## config.mk

```make
export PLATFORM = sky130hd
export DESIGN_NAME = mem_stage_requester
export DESIGN_NICKNAME = d
export VERILOG_FILES = /design/src/rtl/kolum_mem_pkg.sv /design/src/rtl/mem_addr_xlate.sv /design/src/rtl/mem_stage_requester.sv
export SDC_FILE = /design/constraint.sdc
export NUM_CORES = 1
export LEC_CHECK = 0
export CORE_ASPECT_RATIO = 0.75
export CORE_MARGIN = 2
export CORE_UTILIZATION = 40
export DETAILED_ROUTE_END_ITERATION = 10
export PLACE_DENSITY = 0.84
export SETUP_SLACK_MARGIN = 0.2
export SLEW_MARGIN = 20
export SYNTH_ARGS = -nofsm -noshare
export SYNTH_HDL_FRONTEND = slang
export SYNTH_SLANG_ARGS = --single-unit
export TNS_END_PERCENT = 20
```

## constraint.sdc

```tcl
create_clock -name clk -period 2.9 [get_ports clk]
set_input_delay 0.29 -clock clk [delete_from_list [all_inputs] [get_ports clk]]
set_output_delay 0.29 -clock clk [all_outputs]
set_load 0.01 [all_outputs]
```

## src/rtl/kolum_mem_pkg.sv

```systemverilog
// Shared definitions for the memory-stage requester and the word-addressed data memory.
// Holds the requester FSM state type and the data-space placement defaults.
package kolum_mem_pkg;

    typedef enum logic [1:0] {
        StIdle,
        StReq,
        StWaitRsp,
        StDone
    } mem_state_e;

    localparam int unsigned DefaultDataOffset = 1024;
    localparam int unsigned DefaultWordCount  = 64;

endpackage

```

## src/rtl/mem_addr_xlate.sv

```systemverilog
// Byte-address to word-index translation with range check.
// Shared with the data memory so both sides agree on what is in range.
module mem_addr_xlate
    import kolum_mem_pkg::*;
#(
    parameter int unsigned DATA_OFFSET = DefaultDataOffset,
    parameter int unsigned WORD_COUNT  = DefaultWordCount,
    parameter int unsigned ADDR_W      = 6
) (
    input  logic [31:0]       byte_addr,
    output logic              in_range,
    output logic [ADDR_W-1:0] word_idx
);

    logic [32:0] diff;

    // The extra top bit of the 33-bit difference is the borrow: address below the data base.
    assign diff     = {1'b0, byte_addr} - {1'b0, DATA_OFFSET};
    assign in_range = !diff[32] && (diff[31:0] < 32'(WORD_COUNT * 4));
    assign word_idx = diff[ADDR_W+1:2];

endmodule

```

## src/rtl/mem_stage_requester.sv

```systemverilog
// Memory-stage initiator: turns the EXE/MEM load/store into a valid/ready request to the
// word-addressed data memory and freezes the pipeline until the access completes.
module mem_stage_requester
    import kolum_mem_pkg::*;
#(
    parameter int unsigned DATA_OFFSET = DefaultDataOffset,
    parameter int unsigned WORD_COUNT  = DefaultWordCount,
    parameter int unsigned ADDR_W      = 6
) (
    input  logic              clk,
    input  logic              rst,
    input  logic [31:0]       alu_res_in,
    input  logic [31:0]       val_rm_in,
    input  logic              mem_read_enable_in,
    input  logic              mem_write_enable_in,
    output logic              freeze_out,
    output logic [31:0]       result_out,
    output logic              addr_err_out,
    output logic              mem_req_valid_out,
    output logic              mem_req_we_out,
    output logic [ADDR_W-1:0] mem_req_addr_out,
    output logic [31:0]       mem_req_wdata_out,
    input  logic              mem_req_ready_in,
    input  logic              mem_rsp_valid_in,
    input  logic [31:0]       mem_rsp_rdata_in
);

    mem_state_e        state_q, state_d;
    logic              in_range;
    logic [ADDR_W-1:0] word_idx;
    logic              access, both_set, start;
    logic              we_q, we_d;
    logic [ADDR_W-1:0] addr_q, addr_d;
    logic [31:0]       wdata_q, wdata_d;
    logic [31:0]       rdata_q, rdata_d;

    mem_addr_xlate #(
        .DATA_OFFSET(DATA_OFFSET),
        .WORD_COUNT (WORD_COUNT),
        .ADDR_W     (ADDR_W)
    ) u_xlate (
        .byte_addr(alu_res_in),
        .in_range (in_range),
        .word_idx (word_idx)
    );

    assign access   = mem_read_enable_in | mem_write_enable_in;
    assign both_set = mem_read_enable_in & mem_write_enable_in;
    assign start    = (state_q == StIdle) && access && in_range;

    always_ff @(posedge clk) begin
        if (rst) begin
            state_q <= StIdle;
            we_q    <= 1'b0;
            addr_q  <= '0;
            wdata_q <= '0;
            rdata_q <= '0;
        end else begin
            state_q <= state_d;
            we_q    <= we_d;
            addr_q  <= addr_d;
            wdata_q <= wdata_d;
            rdata_q <= rdata_d;
        end
    end

    always_comb begin
        state_d = state_q;
        case (state_q)
            StIdle:    if (start) state_d = StReq;
            StReq:     if (mem_req_ready_in) state_d = we_q ? StDone : StWaitRsp;
            StWaitRsp: if (mem_rsp_valid_in) state_d = StDone;
            StDone:    state_d = StIdle;
            default:   state_d = StIdle;
        endcase
    end

    // Payload is captured once on entry so it stays stable through any ready stall;
    // a simultaneous read+write is performed as the store.
    always_comb begin
        we_d    = we_q;
        addr_d  = addr_q;
        wdata_d = wdata_q;
        rdata_d = rdata_q;
        if (start) begin
            we_d    = mem_write_enable_in;
            addr_d  = word_idx;
            wdata_d = val_rm_in;
        end
        if (state_q == StWaitRsp && mem_rsp_valid_in) begin
            rdata_d = mem_rsp_rdata_in;
        end
    end

    always_comb begin
        freeze_out        = start || state_q == StReq || state_q == StWaitRsp;
        addr_err_out      = (state_q == StIdle) && access && (!in_range || both_set);
        mem_req_valid_out = (state_q == StReq);
        mem_req_we_out    = we_q;
        mem_req_addr_out  = addr_q;
        mem_req_wdata_out = wdata_q;
        result_out        = (state_q == StDone && !we_q) ? rdata_q : 32'h0;
    end

endmodule
```

# Word-level counts from Yosys, hierarchy flattened
# Index checks and enable logic that the tools add are counted.
word_totals:
  reg_bits: 73
  inputBits: 102
  out_inout_bits: 74
  wordCells: 35
op_classes:
  add_sub_neg: 1
  magnitude_cmp: 1
  eq_ne: 6
  n_mux: 6
  n_bitwise: 2
  n_reduce_logical: 14
op_table:
  columns: ["op", "n"]
  rows:
  - ["subtractor 32 x 11 -> 33 bit, second input constant", 1]
  - ["less-than comparator 32 x 9 -> 1 bit, second input constant", 1]
  - ["two-way mux 32 bit", 1]
  - ["one-hot mux 2 bit (4 select lines)", 1]
  - ["logical AND 1 bit", 6]
  - ["two-way mux 2 bit", 3]
  - ["equality test 2 bit, second input constant", 2]
  - ["inequality test 2 bit, second input constant", 2]
  - ["logical NOT 1 bit", 3]
  - ["logical OR 1 bit", 3]
  - ["AND reduction 3 bit", 1]
  - ["equality test 2 x 1 -> 1 bit, second input constant", 1]
  - ["logical NOT 2 bit", 1]
  - ["inequality test 2 x 1 -> 1 bit, second input constant", 1]
  - ["bitwise AND 1 bit", 1]
  - ["two-way mux 1 bit", 1]
  - ["OR 1 bit", 1]

# Depth between registers and ports, before layout
# Gate-level depths: netlist of the first run.
logic_depth:
  ltp_word: 6
  depth_mapped: 7
  mapped_depth_nobuf: 7

# Cells and area by module
# Synthesis of the first run repeated with hierarchy kept, for this count alone.
hier_totals:
  hier_cells: 409
  area_unflattened_um2: 3133.0
by_module_without_submodules:
  columns: ["mod", "instances", "cells_each", "area_per_inst_um2", "seq_area_each_um2"]
  rows:
  - ["mem_stage_requester", 1, 372, 2870.3, 1461.4]
  - ["mem_addr_xlate", 1, 37, 262.8, 0.0]

# Worst setup path before layout of the first run
# OpenSTA, ideal clock, no wires.
synth_path:
  path_kind: "input to output"
  startpoint: "input alu_res_in[30]"
  endpoint: "output addr_err_out"
  t_arrival_ps: 1582
  required_time_ps: 2610
  setup_slack_ps: 1028
  stages: 5
  n_path_buf: 0
  cell_sequence: "nor4_1 nand4_1 or3_1 maj3_1 and2_1"
synth_via:
  elab_chain_len: 6
  word_cells_on_any_way: 7
  cone_classes: "1 x add/sub; 1 x order compare; 5 x reduce/logical"
synth_lines:
  columns: ["element", "line", "source"]
  rows:
  - ["from (decl)", "mem_stage_requester.sv:12", "input logic [31:0] alu_res_in,"]
  - ["subtractor 32 x 11 -> 33 bit *", "mem_addr_xlate.sv:18", "assign diff = {1'b0, byte_addr} - {1'b0, DATA_OFFSET};"]
  - ["less-than comparator 32 x 9 -> 1 bit / logical NOT 1 bit (equally long branches)", "mem_addr_xlate.sv:19", "assign in_range = !diff[32] && (diff[31:0] < 32'(WORD_COUNT * 4));"]
  - ["logical AND 1 bit *", "mem_addr_xlate.sv:19", null]
  - ["logical NOT 1 bit *", "mem_stage_requester.sv:97", "addr_err_out = (state_q == StIdle) && access && (!in_range || both_set);"]
  - ["logical OR 1 bit *", "mem_stage_requester.sv:97", null]
  - ["logical AND 1 bit *", "mem_stage_requester.sv:97", null]
  - ["to (decl)", "mem_stage_requester.sv:18", "output logic addr_err_out,"]
# Mark *: on every way between the ends. The rest lies on a longest branch, timed or not.

# Worst setup path in the final report of the first run
layout_path:
  startpoint: "input alu_res_in[22]"
  endpoint: "output addr_err_out"
# Same word-level chain as after synthesis.

==> metrics.md, run 1 <==
| Metric | Value |
|---|---|
| Outcome | finished clean |
| Maximum operating frequency | 382 MHz |
| CP arrival | 2.33 ns |
| Top cells by count, synth | dfxtp_1 (73), nand2_1 (66), nor2_1 (41) |
| Final hold violations | 0 |
| Reg-to-Reg Start | state_q[0] |
| Chip width | 104 um |
| Total grt overflow | 0 |
| Startpoint Class | input port |
| Sequential share of power | 48.5% |
| WL/cell | 13.8 um |
| CTS Root Cell | clkbuf_8 |
| Routed vias/inst | 4.70 |
| Worst endpoint required time | 2.61 ns |
| Internal Power | 1620 uW |
| Gate power share | 12.7% |
| PD cells | 415 mW/mm2 |
| Slew headroom | 30.7% |
| Worst Slack Setup Final | 0.281 ns |
| Wire length of the first global-routing pass | 13300 um |
| Synth Net Count | 447 |
| IO Count | 176 |
| Slowest stage delay, CP | 0.43 ns |
| Port bufs | 173 |
| Core Area | 0.00726 mm2 |
| Layout cells sized above 1 | 6.38% |
| TritonCTS buffer count | 9 |
| Syn Std Cell Area | 0.00297 mm2 |
| Worst min-delay path class | reg -> reg |
| Antenna violations before repair | 0 |
| Post-Place Setup Slack | 0.0963 ns |
| Reg clk slew, reported paths | 0.08 ns |
| Setup TNS | 0 ns |
| Min cycle time layout | 2.62 ns |
| H-tree depth | 3 |
| Synth Register Bits | 73 |
| Measured slew at the worst slew-check pin | 1.04 ns |
| R2R Path End | mem_req_wdata_out[26] |
| Synth cell types | 27 |
| Vias | 2904 |
| R2r setup slk | 0.86 ns |
| WHS | 0.452 ns |
| Tcrit/Tclk final | 90.3% |
| Syn_area_per_cell | 8.71 um2 |
| Worst Setup Path Type | in -> out |
| Max Cap Violations | 0 |
| Worst-skew pair later-pin latency | 0.34 ns |
| Leakage | 0.00176 uW |
| CTS sink cnt | 73 |
| Antenna-violating nets left | 0 |
| Hold EP | rdata_q[14] |
| Yosys top cell area share | 49.2% |
| Remaining routing DRC violations | 0 |
| Clock power share | 38.9% |
| Clock buffer depth | 2 |
| Max Slew Vio Count | 0 |
| Final net count | 618 |
| Area growth syn-to-layout | 69.8% |
| Min-Delay Path Depth | 2 |
| Cts hold-fix bufs | 0 |
| Top-count cell post-synth | dfxtp_1 |
| Sw Ratio | 22.7% |
| GRT Util Overall | 20.6% |
| Worst vdd ir | 0.279 mV |
| CTS tree | done |
| Top_reg_cell synth | dfxtp_1 |
| CP cell instances | clkdlybuf4s50_1 -> nor4_2 -> nand4_1 -> or3_1 -> maj3_1 -> and2_1 -> dlygate4sd2_1 |
| Post-Syn Instances | 341 |
| Worst-path maximum fanout | 2 |
| Cell row count | 27 |
| Sequential-to-total area share from yosys stat | 49.2% |
| RSZ-0062 raised after global routing | false |
| Hpwl dp | 6200 um |
| Cell count of the worst reg-to-reg path | 8 |
| Die span in y | 78.6 um |
| Total Power | 2100 uW |
| Die area | 0.00814 mm2 |
| Synth top area cells | dfxtp_1 (49%), mux2i_1 (13%), nand2_1 (8.3%) |
| Yosys warnings | 0 |
| Routed wire length | 8500 um |
| Setup crit end kind | output pin |
| Filler cell count | 586 |
| Vias in the first global route | 2833 |
| Pre-antenna DRT Iters | 4 |
| Async S/R FF share, synth | 0% |
| Switch Pwr | 476 uW |
| Worst min-delay path startpoint | rdata_q[14] |
| Final setup vio count | 0 |
| Post-Route Skew | 0.00813 ns |
| Post-synth EDFFs | 0 |
| Buf+Inv Stages, Crit Path | 2 |
| Cell taking the most area after synthesis | dfxtp_1 |
| Largest net degree at the start of global routing | 43 |
| Worst path slowest cell | clkdlybuf4s50_1 |
| CP top delay family | simple AND/OR/NAND/NOR gates |
| RD Place Congestion | 0.761 |
| Initial Util | 40.9% |
| N_diodes | 0 |
| Iteration-0 DRC Markers | 107 |
-- per-layer routing --
layer	GRT usage, %	wire, um	vias to the layer above
li1	-	-	1458
met1	23.2	3530	1321
met2	34.9	4050	112
met3	10.0	796	13
met4	5.95	122	0
met5	0	0	-
-- sequential cells by signal (all words and copies together) (netlist names) --
signal,cells
mem_req_addr_out,6
mem_req_wdata_out,32
mem_req_we_out,1
rdata_q,32
state_q,2
-- cell type report --
| class | instances | area (um2) | area share [%] |
|---|---|---|---|
| Timing Repair Buffer | 182 | 1810 | 35.8 |
| Sequential cell | 73 | 1460 | 29.0 |
| Multi-Input combinational cell | 242 | 1430 | 28.3 |
| Clock buffer | 11 | 151 | 3.00 |
| Tap cell | 101 | 126 | 2.50 |
| Clock inverter | 5 | 53.8 | 1.07 |
| Inverter | 4 | 15.0 | 0.298 |
-- worst register-to-register path, cell delays in order, from the launching register on --
cell and delay [ns]:
dfxtp_1 0.36, inv_1 0.13, ha_1 0.20, o21ai_0 0.16
nor4_4 0.30, buf_4 0.16, buf_12 0.24, mux2i_1 0.31
nor2_1 0.06
-- what timing repair did --
item / 4_1_cts / 5_1_grt
pin swaps: 1 / 2
endpoints found under the setup margin: 1 / 2
resized for setup: 3 / 3
setup buffers: 1 / 1
cloned: 0 / 0
-- layout by cell type (no fill, tap or decap), drive strengths merged --
master,n
clkdlybuf4s50,170
dfxtp,73
nand2,66
nor2,41
mux2i,40
and2,34
a21oi,32
clkbuf,11
buf,10
nor4,5
inv,4
o21ai,4
ha,4
clkinv,4
or3,2
nand2b,2
nor2b,1
nor3,1
nor3b,1
nand4,1
xor2,1
maj3,1
o22ai,1
or4,1
or2,1
o21a,1
nand3,1
a211oi,1
bufinv,1
dlygate4sd2,1
dlymetal6s2s,1
-- worst max-delay path by stage --
stage | slack, ns | start | cells after the start | to
final | 0.28 | alu_res_in[22] | 7 | addr_err_out
after global placement | 0.11 | alu_res_in[31] | 7 | addr_err_out
after CTS | 0.18 | alu_res_in[31] | 8 | freeze_out
after floorplan | 1.03 | alu_res_in[30] | 5 | addr_err_out
after global routing | 0.17 | alu_res_in[19] | 7 | addr_err_out
after detailed placement | 0.1 | alu_res_in[31] | 7 | addr_err_out
-- stage by stage --
| step | instances | area (um2) | utilization, % |
|---|---|---|---|
| floorplan | 341 | 2970 | - |
| global placement | 600 | 4800 | 66.1 |
| detailed placement | 600 | 4800 | 66.1 |
| CTS | 617 | 5020 | 69.1 |
| global route | 618 | 5040 | 69.5 |
| finish | 618 | 5040 | 69.5 |
-- cell families (layout without fill, tap and decap cells) --
group	Yosys count	after routing	share of synthesized area, %
AOI/OAI and AO/OA	39	39	6.95
xor gates and xnor gates	1	1	0.295
adders and majority gates	5	5	2.02
buffers and inverters	26	202	3.79
DFF	73	73	49.2
muxes	40	40	13.5
and+or+nand+nor	157	157	24.3
-- power groups by stage --
stage / Sequential [uW] / Clock [uW] / Combinational, uW
floorplan: 1040 / 0 / 82.3
global placement: 1040 / 0 / 262
detailed placement: 1040 / 0 / 265
CTS: 1020 / 837 / 266
global route: 1020 / 885 / 283
finish: 1020 / 814 / 265
No activity file was read; power rests on OpenSTA's default activity.
==> run 2: changes to the inputs <==
Settings changed: REMOVE_ABC_BUFFERS set to 1.
==> metrics.md, run 2 (same netlist as run 1, synthesis figures left out) <==
| Metric | Value |
|---|---|
| DR top layer | met4 |
| CP arrival | 2.35 ns (+0.02 ns) |
| Slew headroom | 28.1% (-2.6 points) |
| Multi-input logic area | 0.00142 mm2 (-0.44%) |
| Port bufs | 173 (unchanged) |
| Commonest non-fill, non-tap cell in the layout | clkdlybuf4s50_1 |
| Reg clk slew, reported paths | 0.07 ns (about the same) |
| Dpl cells | 602 (+0.33%) |
| Worst-skew pair later-pin latency | 0.33 ns (about the same) |
| Reg area | 0.00146 mm2 (unchanged) |
| Max Slew Vio Count | 0 (unchanged) |
| TritonCTS buffer count | 9 (unchanged) |
| Min cycle time layout | 2.64 ns (+0.0236 ns) |
| Outcome | finished clean |
| RD Place Congestion | 0.749 (-1.5%) |
| Final setup vio count | 0 (unchanged) |
| Setup crit end kind | output pin |
| Min-Delay Path Depth | 2 (unchanged) |
| Non-Filler Instances | 618 (unchanged) |
| Cts hold-fix bufs | 0 (unchanged) |
| Metal2 WL | 4160 um (+2.7%) |
| Chip width | 104 um (unchanged) |
| Worst vdd ir | 0.271 mV (-3.0%) |
| Iteration-0 DRC Markers | 124 (+16%) |
| Vias in the first global route | 2951 (+4.2%) |
| Tcrit/Tclk final | 91.1% (+0.81 points) |
| Die span in y | 78.6 um (unchanged) |
| Antenna-violating nets left | 0 (unchanged) |
| Antenna violations before repair | 0 (unchanged) |
| Leakage | 0.00174 uW (-1.1%) |
| Pre-antenna DRT Iters | 4 (unchanged) |
| CTS tree | done |
| Initial Util | 40.9% (unchanged) |
| Clock buffer depth | 2 (unchanged) |
| Core Area | 0.00726 mm2 (unchanged) |
| Setup TNS | 0 ns (unchanged) |
| Maximum operating frequency | 378 MHz (-0.89%) |
| Post-layout util | 69.3% (-0.14 points) |
| Layout cells sized above 1 | 6.00% (-0.39 points) |
| PD cells | 409 mW/mm2 (-1.4%) |
| Worst Setup Path Type | in -> out |
| Largest net degree at the start of global routing | 47 (+9.3%) |
| GRT Util Overall | 21.5% (+0.91 points) |
| CTS sink cnt | 73 (unchanged) |
| Startpoint Class | input port |
| Worst min-delay path class | reg -> reg |
| Final net count | 619 (+0.16%) |
| Measured slew at the worst slew-check pin | 1.08 ns (+0.0394 ns) |
| Cell count of the worst reg-to-reg path | 8 (unchanged) |
| WHS | 0.451 ns (-0.000947 ns) |
| Vias | 2905 (+0.034%) |
| Max Cap Violations | 0 (unchanged) |
| Area growth syn-to-layout | 69.5% |
| Met1 Wirelength | 3580 um (+1.4%) |
| Worst-path maximum fanout | 2 (unchanged) |
| Worst endpoint required time | 2.61 ns (about the same) |
| N_diodes | 0 (unchanged) |
| Cell row count | 27 (unchanged) |
| Remaining routing DRC violations | 0 (unchanged) |
| WL/cell | 13.8 um (+0.16%) |
| CTS Root Cell | clkbuf_8 |
| Routed vias/inst | 4.70 (about the same) |
| WL met3 | 546 um (-31%) |
| H-tree depth | 3 (unchanged) |
| Total grt overflow | 0 (unchanged) |
| Final hold violations | 0 (unchanged) |
| Die area | 0.00814 mm2 (unchanged) |
| RSZ-0062 raised after global routing | true |
| Routed wire length | 8510 um (+0.16%) |
| IO Count | 176 (unchanged) |
| Hpwl dp | 6370 um (+2.7%) |
| Filler cell count | 568 (-3.1%) |
| Post-Route Skew | 0.00499 ns (-0.00314 ns) |
| Wire length of the first global-routing pass | 14200 um (+6.5%) |
| Commonest cells after routing, fill and taps aside | clkdlybuf4s50_1 (171), dfxtp_1 (73), nand2_1 (66) |
## run 2: cell count changes in the layout (fill, tap and decap cells not counted)
| cell | previous run | this run |
|---|---|---|
| buf_4 | 8 | 9 |
| clkbuf_1 | 0 | 1 |
| clkdlybuf4s15_1 | 0 | 1 |
| clkdlybuf4s50_1 | 170 | 171 |
| clkinv_2 | 3 | 2 |
| clkinv_4 | 1 | 0 |
| dlygate4sd2_1 | 1 | 0 |
| dlymetal6s2s_1 | 1 | 0 |
| nor4_1 | 1 | 2 |
| nor4_2 | 3 | 2 |
## run 2: cell type report
type,count,area share (%)
flip-flops and latches,73,29.0
repair buffers,183,36.0
multi-input cells,242,28.3
well taps,101,2.51
inverters,4,0.298
clock buffers,12,3.08
clock inverters,3,0.795
## run 2: stage by stage
step / instance area (um2) / power (uW) / setup WS, ns
after detailed placement: 4810 / 1310 / 0.0206
after CTS: 5020 / 2090 / 0.219
after floorplan: 2870 / 1110 / -1.62
after global placement: 4810 / 1300 / 0.0991
final: 5030 / 2060 / 0.258
after global routing: 5030 / 2160 / 0.173
## run 2: final timing paths
path	start	endpoint	slack (ns)
max	alu_res_in[25]	addr_err_out	0.26
min	rdata_q[20]	rdata_q[20]	0.45
max reg2reg	state_q[0]	mem_req_wdata_out[8]	0.87
min reg2reg	rdata_q[20]	rdata_q[20]	0.45
## run 2: layer usage
metal / vias up / track usage (%)
met5: - / 0
met4: 0 / 9.05
met3: 20 / 6.64
met2: 108 / 38.2
met1: 1319 / 24.2
li1: 1458 / -
## run 2: worst max-delay path, stage by stage
cell and delay [ns]:
clkdlybuf4s50_1 0.41, nor4_2 0.32, nand4_1 0.19, or3_1 0.40, maj3_1 0.34, and2_1 0.15, clkdlybuf4s15_1 0.24
## run 2: what timing repair did
action                                  in CTS  in global routing
endpoints found under the setup margin       1                  2
resized for setup                            3                  2
cloned                                       0                  0
buffers inserted                             0                  1
pin swaps                                    1                  4
## run 2: power by group
| group | switching [uW] | total (uW) | leakage, uW | internal, uW |
|---|---|---|---|---|
| combinational | 94.0 | 268 | 0.00105 | 173 |
| clock | 340 | 777 | 0.000102 | 437 |
| sequential | 7.25 | 1020 | 0.000588 | 1010 |
| total | 441 | 2060 | 0.00174 | 1620 |
